[config.mk]
export PLATFORM = sky130hd
export DESIGN_NAME = mac_sequencer
export DESIGN_NICKNAME = d
export VERILOG_FILES = /design/src/rtl/mac_sequencer.sv
export SDC_FILE = /design/constraint.sdc
export NUM_CORES = 1
export LEC_CHECK = 0
export ABC_AREA = 1
export BUFFER_PORTS_ARGS = -buffer_cell sky130_fd_sc_hd__buf_2
export CAP_MARGIN = 0
export CORE_ASPECT_RATIO = 1.1
export CORE_MARGIN = 10
export CORE_UTILIZATION = 55
export CTS_BUF_LIST = sky130_fd_sc_hd__clkbuf_16
export DETAILED_ROUTE_END_ITERATION = 10
export GPL_TIMING_DRIVEN = 1
export PLACE_DENSITY = 0.84
export RECOVER_POWER = 25
export SETUP_SLACK_MARGIN = 0.02
export SKIP_CTS_REPAIR_TIMING = 1
export SYNTH_ARGS = -nofsm -noshare
export SYNTH_HDL_FRONTEND = slang
export SYNTH_SLANG_ARGS = --single-unit
[constraint.sdc]
create_clock -name clk -period 25.4 [get_ports clk]
set_input_delay 5.08 -clock clk [delete_from_list [all_inputs] [get_ports clk]]
set_output_delay 5.08 -clock clk [all_outputs]
set_load 0.01 [all_outputs]
[src/rtl/mac_sequencer.sv]
// Sum of four products through one shared multiplier; done lands 4*(1+L)+1 cycles after start.
// No input backpressure: start is only accepted in IDLE; the block stalls indefinitely on mul_done.
module mac_sequencer #(
  parameter int WIDTH = 32
) (
  input  logic             clk,
  input  logic             rst,
  input  logic             start,
  input  logic [WIDTH-1:0] i1,
  input  logic [WIDTH-1:0] i2,
  input  logic [WIDTH-1:0] i3,
  input  logic [WIDTH-1:0] i4,
  input  logic [WIDTH-1:0] i5,
  input  logic [WIDTH-1:0] i6,
  input  logic [WIDTH-1:0] i7,
  input  logic [WIDTH-1:0] i8,
  output logic [WIDTH-1:0] result,
  output logic             done,
  output logic             busy,
  output logic             mul_start,
  output logic [WIDTH-1:0] mul_a,
  output logic [WIDTH-1:0] mul_b,
  input  logic             mul_done,
  input  logic [WIDTH-1:0] mul_p
);

  typedef enum logic [1:0] {IDLE, ISSUE, WAIT, DONE} state_t;

  typedef struct packed {
    logic [WIDTH-1:0] a;
    logic [WIDTH-1:0] b;
  } pair_t;

  state_t           state, state_nxt;
  pair_t            bank [4];
  logic [WIDTH-1:0] acc;
  logic [WIDTH-1:0] sum;
  logic [1:0]       idx;
  logic [1:0]       idx_nxt;
  logic             accept;
  logic             capture;
  logic             last;

  assign sum     = acc + mul_p;
  assign idx_nxt = idx + 2'd1;
  assign last    = (idx == 2'd3);

  always_ff @(posedge clk or posedge rst) begin
    if (rst) state <= IDLE;
    else     state <= state_nxt;
  end

  always_comb begin
    state_nxt = state;
    mul_start = 1'b0;
    done      = 1'b0;
    busy      = 1'b1;
    accept    = 1'b0;
    capture   = 1'b0;
    case (state)
      IDLE: begin
        busy = 1'b0;
        if (start) begin
          accept    = 1'b1;
          state_nxt = ISSUE;
        end
      end
      ISSUE: begin
        // a mul_done seen here belongs to no request of ours and is dropped
        mul_start = 1'b1;
        state_nxt = WAIT;
      end
      WAIT: begin
        if (mul_done) begin
          capture   = 1'b1;
          state_nxt = last ? DONE : ISSUE;
        end
      end
      DONE: begin
        done      = 1'b1;
        state_nxt = IDLE;
      end
      default: state_nxt = IDLE;
    endcase
  end

  // mul_a/mul_b are loaded on the edge entering ISSUE so they are valid alongside mul_start
  always_ff @(posedge clk or posedge rst) begin
    if (rst) begin
      for (int k = 0; k < 4; k++) bank[k] <= '0;
      acc    <= '0;
      idx    <= '0;
      result <= '0;
      mul_a  <= '0;
      mul_b  <= '0;
    end else if (accept) begin
      bank[0] <= '{a: i1, b: i2};
      bank[1] <= '{a: i3, b: i4};
      bank[2] <= '{a: i5, b: i6};
      bank[3] <= '{a: i7, b: i8};
      acc     <= '0;
      idx     <= '0;
      mul_a   <= i1;
      mul_b   <= i2;
    end else if (capture) begin
      acc <= sum;
      if (last) begin
        result <= sum;
      end else begin
        idx   <= idx_nxt;
        mul_a <= bank[idx_nxt].a;
        mul_b <= bank[idx_nxt].b;
      end
    end
  end

endmodule

After elaboration in Yosys (flattened, before gate mapping)
Index checks and enable logic that the tools add are counted.
{"block": "totals", "ff_bits": 388, "input_bits": 292, "output_inout_bits": 99, "word_cells": 56}
{"block": "op_classes", "n_addsub": 2, "magnitude_cmp": 1, "n_eq_ne": 7, "muxes": 25, "bitwise_logic": 2, "reduce_logical": 5}
{"op": "$mux W32", "n": 8}
{"op": "$bmux W64 S2", "n": 1}
{"op": "$mux W64", "n": 2}
{"op": "$add A32 B32 Y32", "n": 1}
{"op": "$mux W2", "n": 6}
{"op": "$pmux W2 S4", "n": 1}
{"op": "$mux W1", "n": 7}
{"op": "$eq A2 B2 Y1 const B", "n": 3}
{"op": "$ne A2 B2 Y1 const B", "n": 3}
{"op": "$reduce_and A2 Y1", "n": 2}
{"op": "$ge A3 B3 Y1 const B", "n": 1}
{"op": "$not A2 Y3", "n": 1}
{"op": "$reduce_and A3 Y1", "n": 1}
{"op": "$add A2 B1 Y2 const B", "n": 1}
{"op": "$eq A2 B1 Y1 const B", "n": 1}
{"op": "$logic_not A2 Y1", "n": 1}
{"op": "$reduce_bool A2 Y1", "n": 1}
{"op": "$not A1 Y1", "n": 1}

Longest topological paths before layout
Gate-level depths: netlist of the first run.
{"block": "depth", "ltp_word": 8, "ltp_mapped": 13, "ltp_nobuf": 13}

Worst setup path after synthesis of the first run
OpenSTA, ideal clock, no wires.
{"block": "synth_timing", "path_type": "input to register", "from": "input mul_p[0]", "to": "register acc[24]", "setup_time_ns": 0.118, "arrival_ns": 6.456, "required_time_ns": 25.282, "slack_ns": 18.826, "cell_stages": 12, "n_path_buf": 0, "cell_sequence": "ha_1 -> fa_1 -> nand3_1 -> nand3_1 -> nand2_1 -> nand2_1 -> nand2_1 -> nand2_1 -> nand2_1 -> nand3_1 -> nand3_1 -> nand2_1"}
{"block": "synth_via", "elab_chain_len": 3}
{"element": "start: declaration", "line": "24", "rtl": "input logic [WIDTH-1:0] mul_p"}
{"element": "$add A32 B32 Y32", "line": "44", "rtl": "assign sum = acc + mul_p;"}
{"element": "$mux W32", "line": "105", "rtl": "end else if (capture) begin"}
{"element": "$mux W32", "line": "96", "rtl": "end else if (accept) begin"}
{"element": "end signal: assignment", "line": "106", "rtl": "acc <= sum;"}
{"element": "end: declaration", "line": "36", "rtl": "logic [WIDTH-1:0] acc;"}
Every way passes these cells. The select of a mux whose other input is x is not followed.
A chain may end at the register's enable or synchronous reset.

==> results of run 1 <==
critical path, stage by stage:
cell        delay, ps
clkbuf_1           80
clkinvlp_2       2760
clkbuf_1         2240
buf_4            1090
metrics by stage:
step                      worst slack (ps)  power, mW  cell area (um2)
after floorplan                       9540       1.98            18800
after global placement               17690       2.31            20800
after detailed placement             17580       2.35            20800
after CTS                            18130       2.94            22000
after global routing                 13240       3.16            21900
final                                14520       2.93            21900
registers in the layout (all words and copies together) (netlist names):
| name | flops |
|---|---|
| bank | 256 |
| acc | 32 |
| mul_a | 32 |
| mul_b | 32 |
| result | 32 |
| idx | 2 |
| state | 2 |
cell usage after synthesis, types with 5 or more instances:
master | count | area, um2
o21ai_0 | 159 | 796
buf_4 | 17 | 128
inv_2 | 5 | 18.8
a31oi_1 | 30 | 188
xnor2_1 | 11 | 96.3
inv_1 | 148 | 556
o21ai_1 | 53 | 265
nand3_1 | 92 | 460
a21oi_1 | 50 | 250
xor2_1 | 5 | 43.8
o22ai_1 | 34 | 213
dfrtp_1 | 388 | 9710
buf_6 | 6 | 67.6
nor3_1 | 5 | 25.0
nand3b_1 | 6 | 45.0
nor2_1 | 166 | 623
buf_2 | 60 | 300
clkbuf_1 | 37 | 139
ha_1 | 32 | 400
nand2_1 | 1143 | 4290
how the worst max path moves through the flow:
stage | end | slack [ps] | cells after the start
3_3_place_gp | mul_b[31] | 17690 | 6
4_1_cts | mul_a[16] | 18130 | 6
5_1_grt | bank[4] | 13240 | 4
6_report | bank[9] | 14520 | 4
3_5_place_dp | mul_a[16] | 17580 | 6
2_1_floorplan | acc[0] | 9540 | 1
per-layer routing:
metal / up-vias / track usage [%] / part of all wire (%)
li1: 8411 / - / -
met1: 8207 / 33.4 / 40
met2: 772 / 44.6 / 49
met3: 137 / 5.77 / 7.9
met4: 4 / 10.6 / 3.8
met5: - / 0 / 0.038
power by group:
| group | internal [mW] | total [mW] | switching [mW] |
|---|---|---|---|
| clock network | 0.324 | 0.575 | 0.251 |
| logic | 0.427 | 1.26 | 0.830 |
| registers | 0.913 | 1.10 | 0.185 |
cell families after synthesis:
family	count (synthesis)	share of synthesized area [%]
buffers and inverters	278	6.62
DFF	388	51.6
adders and majority gates	33	2.23
and+or+nand+nor	1425	29.6
xor gates and xnor gates	16	0.745
AOI/OAI and AO/OA	330	9.25
area by class of cell:
type | instances | share of cell area [%]
diodes | 2 | 0.0228
clock buffers | 41 | 4.68
clock inverters | 32 | 1.04
inverters | 155 | 2.72
multi-input cells | 1804 | 35.9
flip-flops and latches | 388 | 44.3
well taps | 438 | 2.50
repair buffers | 401 | 8.81
==> impl_metrics.yaml, run 1 <==
global_routing:
  grt_max_degree: 198
  track_usage_pct: 26.9
  grt_overflow: 0
  antenna_found_initial: 4
  grt_pass1_vias: 17565
  grt_first_pass_wirelength_um: 91900
cts:
  cts_buffers: 41
  cts_tree: "yes"
  htree_num_levels: 2
  clock_sinks: 388
  clock-root-buffer: "clkbuf_16"
  cts_buffer_depth: 3
  insertion_delay_ps: 550
  path_clk_slew_ps: 60
floorplanning:
  start_util_pct: 55.3
  fp.dieW_um: 196
  ioPinCount: 391
  die_y_um: 214
  die_area_um2: 42000
  core_area_um2: 34000
  fp-row-count: 71
outcome:
  status: "finished, violations left"
  violations: "max-capacitance violations, max-slew violations"
final_layout:
  final_util_pct: 64.4
  layoutNonFillerInstCount: 3261
  area_growth_pct: 16.5
  regArea_um2: 9710
  fillers: 2968
  layout_common_cells: "1143 x nand2_1, 387 x dfrtp_1, 311 x buf_2, 167 x nor2_1, 159 x o21ai_0"
  layout.nets: 3116
  final_common_cell: "nand2_1"
  final_layout_size_suffix_gt1_share_pct: 14.0
  multi_input_area_um2: 7880
place:
  dp_cells: 3186
  port_buffers: 390
  hpwl_um: 40300
  gp_congestion: 0.942
power:
  power_density_nw_per_um2: 134
  ir_worst_vdd_v: 0.0000791
  p_leak_nw: 12.0
yosys:
  synth_edf_count: 0
  ys_seq_area_share_pct: 51.6
  synth_warnings: 0
  synth-seq-cells: 388
  synth-main-ff-cell: "dfrtp_1"
  syn-num-nets: 2795
  ys_types: 33
  syn_area_um2: 18800
  syn_inst: 2470
  postSynth.asyncResetShare_pct: 100
  postSynthAreaPerCell_um2: 7.62
timing:
  period_minus_slack_ps: 10880
  period_share_pct: 42.8
  final.setup.tns_ps: 0
  worst-slew-pin-transition_ps: 5020
  hold_ws_ps: 474
  finalHoldViolCount: 0
  clock_skew_ps: 22.8
  relSlewSlack_pct: -237
  slew_violations: 197
  setup_viol: 0
  rsz0062_at_grt: "false"
  timing.fmax_mhz: 91.9
min_path:
  min_to: "bank[1]"
  min_path_cells: 2
  hold_class: "flip-flop to flip-flop"
  min_from: "bank[1]"
worst_setup_path:
  critPathLaunch: "rst"
  r2r_end: "result[5]"
  rrSetupSlack_ps: 21680
  end_kind: "asynchronous set/reset pin"
  path_class: "input port to asynchronous set/reset pin"
  r2r-start: "state[0]"
  cp.arrival_ps: 11390
  r2r_cells: 9
  crit_fanout: 117
  crit_path_start_kind: "input port"
  worstPathRequired_ps: 25910
run:
  cap_viol_max_count: 3
routing:
  dr_total_vias: 17531
  first_iter_violations: 1478
  drc: 0
  ant_nets: 0
  firstDrtPassIters: 6
  wl_um: 58200
  via_per_inst: 5.38
  post_drt_wl_per_cell_um: 17.9
Note: power is estimated with default switching activity, not from simulation.
==> inputs of run 2 (changes only) <==
Clock period 25.4 ns to 10.03 ns, I/O delays scaled along.
==> impl_metrics.yaml, run 2 (synthesis gave the netlist of run 1 again) <==
timing:
  finalHoldViolCount: 0
  clock_skew_ps: 21.0
  finalWorstSetupSlack_ps: 3690
  slew_violations: 116
  final.setup.tns_ps: 0
  hold_ws_ps: 474
  period_minus_slack_ps: 6340
  rsz0062_at_grt: "false"
  setup_viol: 0
  timing.fmax_mhz: 158
  relSlewSlack_pct: -197
  worst-slew-pin-transition_ps: 4460
  period_share_pct: 63.3
power:
  power_switching_share_pct: 43.5
  p_leak_nw: 11.9
  p_clk_share_pct: 19.3
  comb_power_share_pct: 43.3
  ir_worst_vdd_v: 0.000221
  internal_power_mw: 4.18
  power_density_nw_per_um2: 338
  p_total_mw: 7.41
  p_switching_mw: 3.22
  p_seq_share_pct: 37.4
final_layout:
  regArea_um2: 9710
  final_layout_size_suffix_gt1_share_pct: 13.3
  final_common_cell: "nand2_1"
  area_growth_pct: 16.4
  final_cell_area_um2: 21900
  largest_reg_flops: 256
  final_util_pct: 64.4
  layout_common_cells: "1143 x nand2_1, 387 x dfrtp_1, 291 x buf_2, 166 x nor2_1, 159 x o21ai_0"
  largest-register: "bank"
  fillers: 2914
  multi_input_area_um2: 7890
  layout.nets: 3115
  layoutNonFillerInstCount: 3260
floorplanning:
  fp-row-count: 71
  fp.dieW_um: 196
  die_area_um2: 42000
  ioPinCount: 391
  die_y_um: 214
  start_util_pct: 55.3
  core_area_um2: 34000
global_routing:
  grt_max_degree: 165
  grt_pass1_vias: 18004
  track_usage_pct: 27.1
  grt_first_pass_wirelength_um: 93100
  antenna_found_initial: 9
  grt_overflow: 0
worst_setup_path:
  crit_path_start_kind: "input port"
  r2r-start: "state[1]"
  path_class: "input port to asynchronous set/reset pin"
  crit_fanout: 80
  r2r_end: "mul_a[9]"
  end_kind: "asynchronous set/reset pin"
  r2r_cells: 6
  worstPathRequired_ps: 8990
  rrSetupSlack_ps: 6420
  cp.arrival_ps: 5310
cts:
  clock-root-buffer: "clkbuf_16"
  clock_sinks: 388
  cts_buffer_depth: 3
  cts_buffers: 40
  insertion_delay_ps: 540
  cts_tree: "yes"
  htree_num_levels: 2
  path_clk_slew_ps: 60
routing:
  wl_um: 59100
  firstDrtPassIters: 5
  via_per_inst: 5.49
  post_drt_wl_per_cell_um: 18.1
  first_iter_violations: 1635
  ant_nets: 0
  drc: 0
  dr_total_vias: 17886
min_path:
  min_from: "bank[10]"
  min_to: "bank[10]"
  min_path_cells: 2
  hold_class: "flip-flop to flip-flop"
outcome:
  violations: "max-capacitance violations, max-slew violations"
  status: "finished, violations left"
run:
  cap_viol_max_count: 2
place:
  gp_congestion: 0.972
  dp_cells: 3186
  dp_slack_ps: 5190
  port_buffers: 390
  dpl_cell_area_um2: 20800
  hpwl_um: 40400
## run 2: cell types whose count changed in the layout (fill, tap and decap cells not counted), sizes merged
cell      previous run  this run
buf                321       301
clkinvlp             3         1
diode                2         4
clkbuf             121       140
## run 2: layout make-up
class	instances	share of cell area [%]
flip-flops and latches	388	44.3
inverters	155	2.73
well taps	438	2.50
repair buffers	401	8.76
multi-input cells	1804	36.0
clock inverters	30	1.03
clock buffers	40	4.57
diodes	4	0.0457
## run 2: power by group through the flow
| stage | Sequential (mW) | Combinational, mW | Clock (mW) |
|---|---|---|---|
| CTS | 2.75 | 3.24 | 1.44 |
| detailed placement | 2.75 | 3.21 | 0 |
| global route | 2.85 | 3.63 | 1.51 |
| global placement | 2.73 | 3.10 | 0 |
| floorplan | 2.71 | 2.31 | 0 |
| finish | 2.77 | 3.21 | 1.43 |
## run 2: how the worst max path moves through the flow
stage,startpoint,to,slack [ps],cells after the start
6_report,rst,idx[0],3690,3
2_1_floorplan,rst,acc[0],2810,1
4_1_cts,start,mul_a[9],5720,6
3_5_place_dp,start,mul_a[13],5190,6
5_1_grt,rst,idx[0],2840,3
3_3_place_gp,start,mul_a[8],5270,6
## run 2: per-layer routing
metal	track usage (%)	routed length, um	vias to the layer above	part of all wire, %
li1	-	-	8403	-
met3	5.82	4770	161	8.1
met4	11.7	2420	12	4.1
met5	0	78	-	0.13
met2	44.6	28900	822	49
met1	33.6	23000	8488	39
## run 2: critical path, stage by stage
cell and delay [ps]:
clkbuf_1 100, clkinvlp_4 60, clkbuf_1 3100
==> inputs of run 3 (changes only) <==
Settings changed: ABC_AREA 1 to 0, CORE_UTILIZATION 55 to 49, PLACE_DENSITY 0.84 to 0.8.
Clock period 10.03 ns to 5.8 ns, I/O delays scaled along.
==> impl_metrics.yaml, run 3 <==
run:
  cap_viol_max_count: 3
timing:
  relSlewSlack_pct: -62.6
  slew_violations: 197
  period_share_pct: 66.1
  clock_skew_ps: 16.2
  finalWorstSetupSlack_ps: 1960
  setup_viol: 0
  worst-slew-pin-transition_ps: 2440
  finalHoldViolCount: 0
  rsz0062_at_grt: "false"
  timing.fmax_mhz: 261
  final.setup.tns_ps: 0
  period_minus_slack_ps: 3840
yosys:
  syn_inst: 1814
  synth_top_family_by_area: "simple AND/OR/NAND/NOR gates"
  synth-simple-area-share_pct: 20.4
  synth_compound_area_share_pct: 7.46
  synth-seq-cells: 388
  ys_seq_area_share_pct: 55.3
  synth-main-ff-cell: "dfrtp_1"
  syn-num-nets: 2139
  yosys-top-cells-count: "887 x nand2_1, 388 x dfrtp_1, 102 x o21ai_0, 96 x clkbuf_1, 64 x mux4_2"
  synth_top_area_share_pct: 55.3
  postSynthAreaPerCell_um2: 9.67
  ys_types: 51
  synthXorXnorAreaFrac_pct: 1.58
  synth.area.mux_share_pct: 10.4
  yosysTopAreaCell: "dfrtp_1"
  synth_warnings: 0
  synthTopCellsByArea: "dfrtp_1 55%, nand2_1 19%, mux4_2 8.2%"
  syn_area_um2: 17500
  postSynth.asyncResetShare_pct: 100
  yosys.cell_count.top_type: "nand2_1"
  synth_edf_count: 0
  synth_fa_ha_area_share_pct: 2.40
cts:
  clock_sinks: 388
  cts_buffers: 41
  clock-root-buffer: "clkbuf_16"
  cts_tree: "yes"
  path_clk_slew_ps: 60
  cts_buffer_depth: 3
  insertion_delay_ps: 540
  htree_num_levels: 2
power:
  p_total_mw: 12.2
  p_leak_nw: 11.2
  ir_worst_vdd_v: 0.000316
  power_density_nw_per_um2: 575
place:
  gp_congestion: 0.887
  hpwl_um: 36000
  port_buffers: 390
  dp_cells: 2595
  dp_slack_ps: 1910
final_layout:
  final_common_cell: "nand2_1"
  layoutNonFillerInstCount: 2668
  layout_common_cells: "887 x nand2_1, 390 x buf_2, 388 x dfrtp_1, 102 x o21ai_0, 64 x mux4_2"
  final_layout_size_suffix_gt1_share_pct: 24.7
  layout.nets: 2482
  largest-register: "bank"
  largest_reg_flops: 256
  area_growth_pct: 20.5
global_routing:
  grt_pass1_vias: 15262
  grt_overflow: 0
  antenna_found_initial: 5
  grt_first_pass_wirelength_um: 82300
  track_usage_pct: 23.1
  grt_max_degree: 236
floorplanning:
  die_area_um2: 43800
  die_y_um: 218
  start_util_pct: 49.8
  ioPinCount: 391
  core_area_um2: 35200
  fp-row-count: 72
  fp.dieW_um: 200
routing:
  ant_nets: 0
  wl_um: 51200
  post_drt_wl_per_cell_um: 19.2
  via_per_inst: 5.37
  drc: 0
  dr_total_vias: 14340
  firstDrtPassIters: 5
  first_iter_violations: 953
worst_setup_path:
  cp.arrival_ps: 4190
  crit_fanout: 35
  r2r-start: "idx[0]"
  rrSetupSlack_ps: 1960
  r2r_cells: 5
  crit_path_start_kind: "flip-flop"
  r2r_end: "mul_b[1]"
  worstPathRequired_ps: 6150
  end_kind: "flip-flop"
  path_class: "flip-flop to flip-flop"
  critPathLaunch: "idx[0]"
outcome:
  violations: "max-capacitance violations, max-slew violations"
  status: "finished, violations left"
min_path:
  hold_class: "flip-flop to flip-flop"
  min_path_cells: 2
  min_to: "bank[65]"
  min_from: "bank[65]"
run 3: cell count changes after synthesis, moves of 64 or more:
cell     previous run  this run
inv_1             148        10
mux4_2              0        64
nand2_1          1143       887
nand3_1            92         4
nor2_1            166        19
run 3: worst max path at each step:
stage,depth (start not counted),to
3_3_place_gp,10,result[27]
4_1_cts,10,result[27]
6_report,5,mul_b[1]
3_5_place_dp,10,result[27]
5_1_grt,5,mul_b[3]
2_1_floorplan,1,acc[0]
run 3: routing by layer:
layer  global-route usage [%]  up-vias  share of wire [%]
met3                     6.29      102                8.2
li1                         -     6684                  -
met5                        0        -               0.12
met4                     8.08        8                3.2
met1                     29.2     6964                 40
met2                     37.9      582                 48
run 3: cell type report:
class,instances,area (um2)
antenna,1,2.50
clock buffer,41,1030
clock inverter,31,219
fill,2903,14100
inverter,10,38.8
multi-input combinational,1312,7440
sequential,388,9710
tap,481,602
timing repair buffer,404,2100
run 3: critical path, cell delays in order (launching register included):
cell and delay [ps]:
dfrtp_1 1700, ha_4 720, buf_4 560, mux4_2 380
mux2i_1 160, o21ai_0 100
run 3: cell families (layout without fill, tap and decap cells):
kind of cell	count (synthesis)	after routing
simple gates	936	936
flops	388	388
compound gates	212	212
buf+inv	114	486
mux	101	101
fa+ha+maj	33	33
xor+xnor	30	30
other cells	0	1
run 3: stage by stage:
step,utilization (%),hold WS (ps),cell area (um2)
after global routing,60.0,488,21100
after floorplan,-,440,17600
final,60.0,470,21100
after detailed placement,56.6,458,19900
after global placement,56.6,453,19900
after CTS,60.1,473,21200
run 3: power by group:
part           internal [mW]  leakage (nW)  switching, mW
clock                   1.42         0.656           1.06
combinational           2.13          5.66           2.79
sequential              4.00          4.88          0.760
total                   7.54          11.2           4.61
